## src/rtl/byte_rx_if.sv

```systemverilog
// Serial-line receiver bus: the line input plus the decoded byte, strobe and
// status pulses. The master side drives the serial line; the slave side is the
// receiver. The optional parity checker is enabled with BYTE_RX_PARITY_EN.
interface byte_rx_if;
    logic       rxd;
    logic [7:0] data;
    logic       en;
    logic       busy;
    logic       frame_err;
    logic       parity_err;

    modport master (
        output rxd,
        input  data,
        input  en,
        input  busy,
        input  frame_err,
        input  parity_err
    );

    modport slave (
        input  rxd,
        output data,
        output en,
        output busy,
        output frame_err,
        output parity_err
    );
endinterface

```

## src/rtl/byte_rx.sv

```systemverilog
// byte_rx: 8N1 LSB-first serial byte receiver feeding the data/en control FSM.
// The line is double-flopped, then a single FSM times the samples off a
// per-bit cycle counter. Defining BYTE_RX_PARITY_EN adds an even-parity bit
// between data bit 7 and the stop bit (8E1 framing).
module byte_rx #(
    parameter int CLKS_PER_BIT = 16,
    parameter int HALF_BIT     = CLKS_PER_BIT / 2
) (
    input logic      clk,
    input logic      rst_n,
    byte_rx_if.slave bus
);

    localparam int CNT_W = $clog2(CLKS_PER_BIT);
    localparam logic [CNT_W-1:0] FULL_LAST = CNT_W'(CLKS_PER_BIT - 1);
    localparam logic [CNT_W-1:0] HALF_LAST = CNT_W'(HALF_BIT - 1);

    typedef enum logic [2:0] {
        IDLE,
        START,
        DATA,
        PARITY,
        STOP,
        BREAK
    } state_t;

    logic             rxdMeta_q;
    logic             rxdSync_q;
    state_t           state_q;
    logic [CNT_W-1:0] cycleCnt_q;
    logic [2:0]       bitIdx_q;
    logic [7:0]       shift_q;
    logic [7:0]       data_q;
    logic             en_q;
    logic             busy_q;
    logic             frameErr_q;
`ifdef BYTE_RX_PARITY_EN
    logic             parityErr_q;
    logic             parityBad_q;
`endif

    logic [CNT_W-1:0] cycleCnt_d;
    logic [7:0]       shift_d;

    assign cycleCnt_d = cycleCnt_q + 1'b1;
    assign shift_d    = {rxdSync_q, shift_q[7:1]};

    // Two-flop synchroniser; resets to the idle (high) line level so reset
    // release never looks like a start edge.
    always_ff @(posedge clk or negedge rst_n) begin
        if (!rst_n) begin
            rxdMeta_q <= 1'b1;
            rxdSync_q <= 1'b1;
        end else begin
            rxdMeta_q <= bus.rxd;
            rxdSync_q <= rxdMeta_q;
        end
    end

    // Frame FSM: times samples from the start edge, assembles the byte and
    // registers the strobe and error pulses.
    always_ff @(posedge clk or negedge rst_n) begin
        if (!rst_n) begin
            state_q     <= IDLE;
            cycleCnt_q  <= '0;
            bitIdx_q    <= '0;
            shift_q     <= '0;
            data_q      <= 8'h00;
            en_q        <= 1'b0;
            busy_q      <= 1'b0;
            frameErr_q  <= 1'b0;
`ifdef BYTE_RX_PARITY_EN
            parityErr_q <= 1'b0;
            parityBad_q <= 1'b0;
`endif
        end else begin
            en_q        <= 1'b0;
            frameErr_q  <= 1'b0;
`ifdef BYTE_RX_PARITY_EN
            parityErr_q <= 1'b0;
`endif
            case (state_q)
                IDLE: begin
                    cycleCnt_q <= '0;
                    if (!rxdSync_q) begin
                        state_q     <= START;
                        busy_q      <= 1'b1;
`ifdef BYTE_RX_PARITY_EN
                        parityBad_q <= 1'b0;
`endif
                    end
                end

                START: begin
                    if (cycleCnt_q == HALF_LAST) begin
                        cycleCnt_q <= '0;
                        if (rxdSync_q) begin
                            state_q <= IDLE;
                            busy_q  <= 1'b0;
                        end else begin
                            state_q  <= DATA;
                            bitIdx_q <= '0;
                        end
                    end else begin
                        cycleCnt_q <= cycleCnt_d;
                    end
                end

                DATA: begin
                    if (cycleCnt_q == FULL_LAST) begin
                        cycleCnt_q <= '0;
                        shift_q    <= shift_d;
                        bitIdx_q   <= bitIdx_q + 3'd1;
                        if (bitIdx_q == 3'd7) begin
`ifdef BYTE_RX_PARITY_EN
                            state_q <= PARITY;
`else
                            state_q <= STOP;
`endif
                        end
                    end else begin
                        cycleCnt_q <= cycleCnt_d;
                    end
                end

`ifdef BYTE_RX_PARITY_EN
                PARITY: begin
                    if (cycleCnt_q == FULL_LAST) begin
                        cycleCnt_q  <= '0;
                        parityBad_q <= ^{shift_q, rxdSync_q};
                        parityErr_q <= ^{shift_q, rxdSync_q};
                        state_q     <= STOP;
                    end else begin
                        cycleCnt_q <= cycleCnt_d;
                    end
                end
`endif

                STOP: begin
                    if (cycleCnt_q == FULL_LAST) begin
                        cycleCnt_q <= '0;
                        if (rxdSync_q) begin
`ifdef BYTE_RX_PARITY_EN
                            if (!parityBad_q) begin
                                data_q <= shift_q;
                                en_q   <= 1'b1;
                            end
`else
                            data_q <= shift_q;
                            en_q   <= 1'b1;
`endif
                            state_q <= IDLE;
                            busy_q  <= 1'b0;
                        end else begin
                            frameErr_q <= 1'b1;
                            state_q    <= BREAK;
                        end
                    end else begin
                        cycleCnt_q <= cycleCnt_d;
                    end
                end

                BREAK: begin
                    cycleCnt_q <= '0;
                    if (rxdSync_q) begin
                        state_q <= IDLE;
                        busy_q  <= 1'b0;
                    end
                end

                default: begin
                    state_q    <= IDLE;
                    cycleCnt_q <= '0;
                    busy_q     <= 1'b0;
                end
            endcase
        end
    end

    assign bus.data      = data_q;
    assign bus.en        = en_q;
    assign bus.busy      = busy_q;
    assign bus.frame_err = frameErr_q;
`ifdef BYTE_RX_PARITY_EN
    assign bus.parity_err = parityErr_q;
`else
    assign bus.parity_err = 1'b0;
`endif

endmodule

```

## src/flat_wrapper.sv

```systemverilog
// flat-port wrapper written by rule: the top's interface ports become plain ports
module byte_rx_flat 
#(
    parameter int CLKS_PER_BIT = 16,
    parameter int HALF_BIT     = CLKS_PER_BIT / 2
)
  (clk, rst_n, bus_rxd, bus_data, bus_en, bus_busy, bus_frame_err, bus_parity_err);
  byte_rx_if bus_i ();
  input logic clk;
  input logic rst_n;
  input wire logic [$bits(bus_i.rxd)-1:0] bus_rxd;
  output wire logic [$bits(bus_i.data)-1:0] bus_data;
  output wire logic [$bits(bus_i.en)-1:0] bus_en;
  output wire logic [$bits(bus_i.busy)-1:0] bus_busy;
  output wire logic [$bits(bus_i.frame_err)-1:0] bus_frame_err;
  output wire logic [$bits(bus_i.parity_err)-1:0] bus_parity_err;
  assign bus_i.rxd = bus_rxd;
  assign bus_data = bus_i.data;
  assign bus_en = bus_i.en;
  assign bus_busy = bus_i.busy;
  assign bus_frame_err = bus_i.frame_err;
  assign bus_parity_err = bus_i.parity_err;
  byte_rx #(.CLKS_PER_BIT(CLKS_PER_BIT), .HALF_BIT(HALF_BIT)) u_core (.clk(clk), .rst_n(rst_n), .bus(bus_i));
endmodule
```

## config.mk

```make
export PLATFORM = sky130hd
export DESIGN_NAME = byte_rx_flat
export DESIGN_NICKNAME = d
export VERILOG_FILES = /design/src/rtl/byte_rx_if.sv /design/src/rtl/byte_rx.sv /design/src/flat_wrapper.sv
export SDC_FILE = /design/constraint.sdc
export NUM_CORES = 1
export LEC_CHECK = 0
export CAP_MARGIN = 20
export CORE_ASPECT_RATIO = 1.1
export CORE_MARGIN = 1.5
export CORE_UTILIZATION = 47
export CTS_CLUSTER_DIAMETER = 60
export DETAILED_ROUTE_END_ITERATION = 7
export GPL_ROUTABILITY_DRIVEN = 0
export PLACE_DENSITY = 0.75
export RECOVER_POWER = 100
export SLEW_MARGIN = 25
export SYNTH_ARGS = -nofsm -noshare
export SYNTH_HDL_FRONTEND = slang
export SYNTH_SLANG_ARGS = --single-unit
```

## constraint.sdc

```tcl
create_clock -name clk -period 1.7 [get_ports clk]
set_input_delay 0.425 -clock clk [delete_from_list [all_inputs] [get_ports clk]]
set_output_delay 0.425 -clock clk [all_outputs]
set_load 0.1 [all_outputs]
```

==> summary.txt, run 1 <==
combinational power share: 25.2%
Initial Util: 50.8%
Hold/Removal Path Class: register to register
multiplexer share of the synthesized area: 14.7%
met3 wire len: 117 µm
hold_sp: u_core.rxdMeta_q$_DFF_PN1_
length in cells of the worst reg-to-reg path: 4
RSZ-0062 raised after global routing: no
synth unique cells: 35
Max Clock Skew: 0.0119 ns
fraction of registers with async set or reset after synthesis: 100%
DR WL/cell: 14.8 µm
final period utilization: 93.0%
CTS buffer count: 5
max-slew violation count: 0
Post-Synth XOR/XNOR Area: 1.83%
main flop type after synthesis: dfrtp_1
Area growth, synth to finish: 14.6%
simple-gate portion of the synthesized area: 11.8%
layout cells sized above 1: 38.0%
Max FO, Critical Path: 9
worst slew pin tran: 0.730 ns
outcome: finished clean
met1 WL: 1.11 mm
final number of setup-violating endpoints: 0
critical-path cell list: ha_2 -> and3_2 -> nand4_4 -> mux2_2
crit path max-delay cell type: dfrtp_1
Worst Hold End: u_core.rxdSync_q$_DFF_PN1_
vias in the first global route: 949
endpoint class of the critical path: register
Max Used Layer: met4
FF+latch area: 778 µm²
CP required: 1.91 ns
Tot Pwr: 2.03 mW
DR pass1 iterations: 4
synthesized flop and latch total: 31
number of remaining DRC errors: 0
die width: 55.7 µm
Post-Synth Adder-Cell Area: 3.31%
FMAX: 0.633 GHz
syn nets: 123
Multi-input gate area: 589 µm²
Crit Reg-Reg Startpoint: u_core.cycleCnt_q[0]$_DFF_PN0_
Final ANT Viol Nets: 0
crit path buf inv count: 0
clock transition at the registers of the reported paths: 0.10 ns
root buf cell: clkbuf_4
fin nets: 142
hold depth: 0
Seq/Total Area, Yosys: 54.2%
Final min period: 1.58 ns
Max-slew headroom: 51.3%
TritonCTS Sinks: 31
Overall Global Routing Usage: 17.4%
Post-CTS Hold Buffers: 0
Power Internal: 1.36 mW
DP Area: 1720 µm²
Post-Syn Area: 1440 µm²
Via density: 5.44
startpoint types: register
# H-tree levels: 2
Switching Power: 0.671 mW
cell family with most CP delay: simple AND/OR/NAND/NOR gates
Max Cap Violations: 0
Syn Inst Count: 117
EDFF count, synth: 0
drt total wl: 2.52 mm
Max VDD drop: 1.10 mV
sw frac: 33.0%
DR iter-0 viols: 17
ant diodes: 0
R2R setup slack: 0.12 ns
arrival time at the worst endpoint: 1.79 ns
warnings from Yosys: 0
first-pass GRT wire length: 4.37 mm
most common cell after layout, fill and taps aside: dfrtp_1
initial antenna violation count: 0
site row count: 20
FF-to-FF End: u_core.bus.data[7]$_DFFE_PN0P_
dpl hpwl: 1.82 mm
final hold viol count: 0
GRT Residual Overflow: 0
TNS Setup: 0 ns
DIE HEIGHT: 61.0 µm
largest family of logic cells by synthesized area: multiplexers
hold slack: 0.359 ns
max incr delay on CP: 0.42 ns
Clock Latency Late Sink: 0.33 ns
CP startpoint: u_core.cycleCnt_q[0]$_DFF_PN0_
core area: 2830 µm²
largest net degree at the start of global routing: 32
Max Root-Sink Buffers: 2
clock power share: 29.6%
design area: 1650 µm²
IO buf count: 13
Fill cells: 227
DR vias: 924
CTS tree: done
post-synthesis compound-gate area fraction: 8.89%
Worst Setup Path Type: register to register
die area: 3390 µm²
io pins: 15
pwr dens: 1230 nW/µm²
P_leak: 0.833 nW
sequential share of power: 45.2%
WL met2: 1.25 mm
Mapped Avg Cell Area: 12.3 µm²
most frequent cells in the layout: dfrtp_1 (29), mux2_2 (16), buf_2 (10)
-- kinds of logic after synthesis --
group                    after synthesis
flip-flops                            31
AND/OR/NAND/NOR                       26
multiplexers                          19
AO/OA/AOI/OAI                         18
buffers and inverters                 15
adder cells (fa/ha/maj)                4
XOR/XNOR                               3
other                                  1
-- flip-flops by register name (all words and copies together), names as in the netlist --
register / flops
u_core.bitIdx_q: 3
u_core.bus.busy: 1
u_core.bus.data: 8
u_core.bus.en: 1
u_core.bus.frame_err: 1
u_core.cycleCnt_q: 4
u_core.rxdMeta_q: 1
u_core.rxdSync_q: 1
u_core.shift_q: 8
u_core.state_q: 3
-- through the flow --
step / worst slack (ns) / utilization, % / cells
floorplan: 0.0743 / - / 117
global placement: 0.124 / 61.0 / 162
detailed placement: 0.0518 / 61.0 / 162
CTS: 0.0311 / 64.0 / 170
global route: 0.0491 / 58.2 / 170
finish: 0.119 / 58.2 / 170
-- power groups by stage --
stage | Clock (mW) | Combinational (mW) | Sequential [mW]
after floorplan | 0 | 0.360 | 0.936
after global placement | 0 | 0.514 | 0.924
after detailed placement | 0 | 0.539 | 0.935
after CTS | 0.619 | 0.542 | 0.921
after global routing | 0.650 | 0.570 | 0.934
final | 0.601 | 0.511 | 0.918
-- what timing repair did --
| item | 4_1_cts | 5_1_grt |
|---|---|---|
| hold endpoints to repair | 0 | 0 |
| resized for setup | 0 | 2 |
| setup buffers | 0 | 0 |
| endpoints found under the setup margin | 0 | 10 |
-- synth_stat cells (2+ instances only) --
master    instances  share of area (%)
dfrtp_1          29                 51
mux2_2           16                 13
inv_1             7                1.8
nor2_1            7                1.8
a21oi_1           6                2.1
nand2_1           4                1.0
nand3_1           4                1.4
o21ai_0           4                1.4
buf_2             3                1.0
buf_4             3                1.6
ha_1              3                2.6
a211oi_1          2                1.0
clkbuf_1          2               0.52
dfstp_2           2                3.7
mux2i_1           2                1.4
o211ai_1          2                1.0
or3_1             2               0.87
xor2_1            2                1.2
-- layout make-up --
| class | instances | area share [%] |
|---|---|---|
| Timing Repair Buffer | 20 | 7.53 |
| Clock inverter | 2 | 2.13 |
| Sequential cell | 31 | 47.3 |
| Inverter | 7 | 1.60 |
| Tap cell | 33 | 2.51 |
| Clock buffer | 6 | 3.12 |
| Multi-Input combinational cell | 71 | 35.8 |
-- layer usage --
layer	vias up	GRT usage [%]
met1	457	20.9
met2	20	28.4
li1	443	-
met3	4	5.97
met5	-	0
met4	0	8.71
-- how the worst max path moves through the flow --
| stage | end | slack (ns) | cells after the start |
|---|---|---|---|
| 6_report | u_core.bus.data[7]$_DFFE_PN0P_ | 0.12 | 4 |
| 5_1_grt | u_core.bus.data[1]$_DFFE_PN0P_ | 0.05 | 4 |
| 4_1_cts | u_core.bus.data[7]$_DFFE_PN0P_ | 0.03 | 4 |
| 3_5_place_dp | u_core.bus.data[3]$_DFFE_PN0P_ | 0.05 | 4 |
| 3_3_place_gp | u_core.bus.data[1]$_DFFE_PN0P_ | 0.12 | 4 |
| 2_1_floorplan | u_core.bus.data[0]$_DFFE_PN0P_ | 0.07 | 6 |
-- worst reg2reg max path, stage by stage (launching register included) --
cell and delay, ns:
dfrtp_1 0.42, ha_2 0.24, and3_2 0.26, nand4_4 0.18, mux2_2 0.36
Power figures use the tool's default switching activity.
==> run 2: changes to the inputs <==
--- a/config.mk
+++ b/config.mk
@@ -14,6 +14,7 @@
 export GPL_ROUTABILITY_DRIVEN = 0
 export PLACE_DENSITY = 0.75
 export RECOVER_POWER = 100
+export SKIP_LAST_GASP = 1
 export SLEW_MARGIN = 25
 export SYNTH_ARGS = -nofsm -noshare
 export SYNTH_HDL_FRONTEND = slang
==> results of run 2 <==
Same layout as run 1: the final DEF is identical, and so are final timing and power.
